$ cat config.mk
export PLATFORM = sky130hd
export DESIGN_NAME = uart_rx_8bit
export DESIGN_NICKNAME = d
export VERILOG_FILES = /design/src/rtl/uart_rx_8bit.sv
export SDC_FILE = /design/constraint.sdc
export NUM_CORES = 1
export LEC_CHECK = 0
export CAP_MARGIN = 15
export CORE_MARGIN = 2
export CORE_UTILIZATION = 56
export DETAILED_ROUTE_END_ITERATION = 12
export PLACE_DENSITY = 0.78
export RECOVER_POWER = 25
export SYNTH_ARGS = -nofsm -noshare
export SYNTH_HDL_FRONTEND = slang
export SYNTH_SLANG_ARGS = --single-unit
$ cat constraint.sdc
create_clock -name clk -period 1.9 [get_ports clk]
set_clock_uncertainty 0.1 [all_clocks]
set_input_delay 0.38 -clock clk [delete_from_list [all_inputs] [get_ports clk]]
set_output_delay 0.38 -clock clk [all_outputs]
set_load 0.02 [all_outputs]
$ cat src/rtl/uart_rx_8bit.sv
// rtl/uart_rx_8bit.sv - 8-bit asynchronous serial receiver, 8N1 with optional parity
module uart_rx_8bit #(
    parameter int CLKS_PER_BIT = 16,
    parameter int PARITY_EN    = 0,
    parameter int PARITY_ODD   = 0
) (
    input  logic       clk,
    input  logic       rst_n,
    input  logic       rx,
    output logic [7:0] data_out,
    output logic       data_valid,
    output logic       frame_err,
    output logic       parity_err,
    output logic       busy
);

    localparam int            CW        = $clog2(CLKS_PER_BIT);
    localparam logic [CW-1:0] MID_START = CW'(CLKS_PER_BIT / 2 - 1);
    localparam logic [CW-1:0] MID_BIT   = CW'(CLKS_PER_BIT - 1);
    localparam logic          PAR_EN    = (PARITY_EN != 0);
    localparam logic          PAR_ODD   = (PARITY_ODD != 0);

    typedef enum logic [2:0] {
        S_IDLE,
        S_START,
        S_DATA,
        S_PARITY,
        S_STOP,
        S_BREAK
    } state_t;

    logic          rx_meta_q;
    logic          rx_s_q;
    state_t        state_q;
    logic [CW-1:0] cnt_q;
    logic [2:0]    bit_cnt_q;
    logic [7:0]    shift_q;
    logic          parity_ok_q;
    logic [7:0]    data_q;
    logic          valid_q;
    logic          ferr_q;
    logic          perr_q;
    logic          busy_q;

    always_ff @(posedge clk or negedge rst_n) begin
        if (!rst_n) begin
            rx_meta_q <= 1'b1;
            rx_s_q    <= 1'b1;
        end else begin
            rx_meta_q <= rx;
            rx_s_q    <= rx_meta_q;
        end
    end

    always_ff @(posedge clk or negedge rst_n) begin
        if (!rst_n) begin
            state_q     <= S_IDLE;
            cnt_q       <= '0;
            bit_cnt_q   <= '0;
            shift_q     <= '0;
            parity_ok_q <= 1'b1;
            data_q      <= '0;
            valid_q     <= 1'b0;
            ferr_q      <= 1'b0;
            perr_q      <= 1'b0;
            busy_q      <= 1'b0;
        end else begin
            valid_q <= 1'b0;
            ferr_q  <= 1'b0;
            perr_q  <= 1'b0;
            cnt_q   <= cnt_q + CW'(1);
            case (state_q)
                S_IDLE: begin
                    cnt_q <= '0;
                    if (!rx_s_q) begin
                        state_q     <= S_START;
                        busy_q      <= 1'b1;
                        parity_ok_q <= 1'b1;
                    end
                end
                S_START: begin
                    // A start bit that is high again at its centre was a glitch
                    if (cnt_q == MID_START) begin
                        cnt_q <= '0;
                        if (rx_s_q) begin
                            state_q <= S_IDLE;
                            busy_q  <= 1'b0;
                        end else begin
                            state_q   <= S_DATA;
                            bit_cnt_q <= '0;
                        end
                    end
                end
                S_DATA: begin
                    if (cnt_q == MID_BIT) begin
                        cnt_q     <= '0;
                        shift_q   <= {rx_s_q, shift_q[7:1]};
                        bit_cnt_q <= bit_cnt_q + 3'd1;
                        if (bit_cnt_q == 3'd7) begin
                            state_q <= PAR_EN ? S_PARITY : S_STOP;
                        end
                    end
                end
                S_PARITY: begin
                    if (cnt_q == MID_BIT) begin
                        cnt_q       <= '0;
                        parity_ok_q <= (rx_s_q == ((^shift_q) ^ PAR_ODD));
                        state_q     <= S_STOP;
                    end
                end
                S_STOP: begin
                    // Leave at the stop-bit centre so a following start edge is not missed
                    if (cnt_q == MID_BIT) begin
                        cnt_q <= '0;
                        if (rx_s_q) begin
                            state_q <= S_IDLE;
                            busy_q  <= 1'b0;
                            if (parity_ok_q) begin
                                data_q  <= shift_q;
                                valid_q <= 1'b1;
                            end else begin
                                perr_q <= 1'b1;
                            end
                        end else begin
                            ferr_q  <= 1'b1;
                            state_q <= S_BREAK;
                        end
                    end
                end
                S_BREAK: begin
                    cnt_q <= '0;
                    if (rx_s_q) begin
                        state_q <= S_IDLE;
                        busy_q  <= 1'b0;
                    end
                end
                default: begin
                    state_q <= S_IDLE;
                    busy_q  <= 1'b0;
                end
            endcase
        end
    end

    assign data_out   = data_q;
    assign data_valid = valid_q;
    assign frame_err  = ferr_q;
    assign parity_err = perr_q;
    assign busy       = busy_q;

endmodule

==> impl_metrics.toml <==
[run_status]
outcome = "finished, final reports clean"

[worst_hold_path]
hold_class = "reg2reg"
whs_path_depth = 0
worstHoldStart = "rx_meta_q$_DFF_PN1_"
min_to = "rx_s_q$_DFF_PN1_"

[logic_synthesis]
yosys.area.top_type = "dfrtp_1"
async_flop_share_pct = 100.0
synth_ff_type = "dfrtp_1"
avgSynthCellArea_um2 = 12.59
yosysMostFrequentCell = "dfrtp_1"
synthesis.nets = 134
yosysSeqAreaShare_pct = 51.48
synth_cells = 128
syn_area_um2 = 1612
synth_edf_count = 0
yosysUniqueCellTypes = 44
synth_area_leaders = "dfrtp_1 47%, mux2_4 7.5%, mux2_2 6.3%"
netlist_top_cells_count = "30 x dfrtp_1, 9 x mux2_2, 8 x mux2_4, 8 x xnor2_1, 6 x nand2_1"
synth_top_area_share_pct = 46.58
ys_warn_count = 0
synth_seq_cells = 33

[grt]
grt_max_degree = 34
grt_first_pass_wirelength_um = 4754
grt_antenna_before_repair = 0
overflow = 0
grt_pass1_vias = 1065
track_usage_pct = 19.21

[clock_network]
cts_tree = "done"
htree_num_levels = 2
cts.path.max_buffers = 2
cts_made_buffers = 5
path_clk_slew_ns = 0.11
cts.sinks = 33
cts_setup_buffers = 0
insertion_delay_ns = 0.34
ctsRootBufferMaster = "clkbuf_4"

[drt]
drt_pass1_iterations = 4
wl_per_cell_um = 15.21
routed_wl_um = 2722
viasPerCell = 5.793
drcViolationCount = 0
ant_nets = 0
via_count = 1037
first_iter_violations = 42

[placement]
port_buffers = 14
dpl_cell_area_um2 = 1780
gp_congestion = 0.8663
pre_cts_ws_ns = 0.07616
dp_hpwl_um = 1946

[setup_path]
cp-startpoint = "data_out[1]$_DFFE_PN0P_"
slowest_stage = "clkdlybuf4s50_1"
start_kind = "flip-flop"
r2r-start = "cnt_q[0]$_DFF_PN0_"
endpoint_kind = "output pin"
cp_data_arrival_time_ns = 1.34
cp.depth = 1
regToRegSetupSlack_ns = 0.12
r2r_end = "cnt_q[1]$_DFF_PN0_"
required_ns = 1.42
cp_cell_sequence = "clkdlybuf4s50_1"
critPathMaxStageDelay_ns = 0.61
crit_family = "buffers and inverters"
crit_type = "reg2out"
cp_max_fo = 2
critical_path.n_buffers_inverters = 1
reg2regPathDepth = 6

[floorplanning]
die-area_um2 = 3323
core-area_um2 = 2734
die_x_um = 57.65
start_util_pct = 58.95
boundaryPins = 15
core.rowCount = 19
die_h_um = 57.65

[sta]
layout_setup_ws_ns = 0.07998
rsz0062_at_grt = "no"
setup_viol = 0
relSlewSlack_pct = 47.80
hold_viol = 0
finalCriticalPeriod_ns = 1.820
tightest_slew_ns = 0.7830
final_max_slew_viol_count = 0
timing.setup.tns_ns = 0
timing.fmax_ghz = 0.5494
min_period_over_period_pct = 95.79

[job]
maxCapViolCount = 0

[finish]
antenna_cells = 0
area.sequential_um2 = 829.5
stdcell_area_um2 = 1888
n_fill_cell = 208
area_growth_syn_to_layout_pct = 17.16
multiInputGateArea_um2 = 723.2
finalNetCount = 153
drive_above_1_share_pct = 29.73

[pwr]
ir_drop_v = 0.001320
p_leak_nw = 0.8676
power_density_nw_per_um2 = 1147
routing by layer:
layer / track usage [%] / part of all wire (%)
met5: 0 / 0
met4: 7.973 / 1.7
met1: 24.63 / 45
met3: 6.696 / 6.4
met2: 29.87 / 47
state kept, by name, summed over array words and instances, names as in the netlist:
name / cells
data_valid: 1
data_out: 8
rx_s_q: 1
cnt_q: 4
state_q: 3
bit_cnt_q: 3
rx_meta_q: 1
frame_err: 1
parity_ok_q: 1
shift_q: 8
busy: 1
parity_err: 1
cells by family after synthesis:
| logic type | share of synthesized area, % |
|---|---|
| and+or+nand+nor | 14.60 |
| DFF | 51.48 |
| AOI/OAI and AO/OA | 8.773 |
| muxes | 14.36 |
| buffers and inverters | 4.115 |
| xor gates and xnor gates | 4.348 |
| adders and majority gates | 2.329 |
per-stage QoR:
stage                     std cells  hold slack, ns  utilization, %  power, mW
after floorplan                 128        -0.01559               -      1.365
after global placement          171          0.2466           65.13      1.499
after detailed placement        171          0.2518           65.13      1.522
after CTS                       179          0.2690           68.88      2.176
after global routing            179          0.2806           69.06      2.303
final                           179          0.2694           69.06      2.165
cell type report:
cell class,instances,area share (%)
flip-flops and latches,33,43.94
multi-input cells,84,38.30
repair buffers,20,9.675
clock inverters,3,3.446
well taps,31,2.054
clock buffers,5,1.988
inverters,3,0.5964
power breakdown:
part | leakage (nW) | internal (mW) | switching [mW]
sequential | 0.436 | 0.810 | 0.132
combinational | 0.376 | 0.277 | 0.301
clock | 0.0552 | 0.407 | 0.239
placed cells by master, fill, tap and decap left out, types with 2 or more instances in the layout:
cell type / Yosys / routed
a21oi_1: 5 / 5
nor3_1: 2 / 2
mux2_4: 8 / 8
clkbuf_4: 0 / 5
a22o_1: 3 / 3
buf_4: 4 / 5
bufinv_16: 0 / 2
nor2_1: 4 / 4
and2_1: 2 / 2
nand4_1: 2 / 2
xnor2_1: 8 / 8
dlygate4sd3_1: 0 / 2
o21ai_1: 2 / 2
ha_1: 3 / 3
o22ai_1: 2 / 2
nor3b_1: 2 / 2
inv_1: 2 / 2
nand3_4: 2 / 2
nor4_1: 2 / 2
dfrtp_1: 30 / 30
clkdlybuf4s50_1: 0 / 12
dfstp_2: 3 / 3
nand2_1: 6 / 6
mux2_2: 9 / 9
nor2b_1: 2 / 2
worst max path at each step:
stage / end / slack, ns
after floorplan: shift_q[0]$_DFFE_PN0P_ / 0.26
after global placement: cnt_q[1]$_DFF_PN0_ / 0.09
after detailed placement: cnt_q[1]$_DFF_PN0_ / 0.08
after CTS: cnt_q[1]$_DFF_PN0_ / 0.06
after global routing: cnt_q[1]$_DFF_PN0_ / 0.0003
final: data_out[1] / 0.08
repair_timing:
item,in CTS,in global routing
hold endpoints to repair,0,0
hold buffers,0,0
endpoints found under the setup margin,0,4
gates resized for setup,0,2
Power figures use the tool's default switching activity.
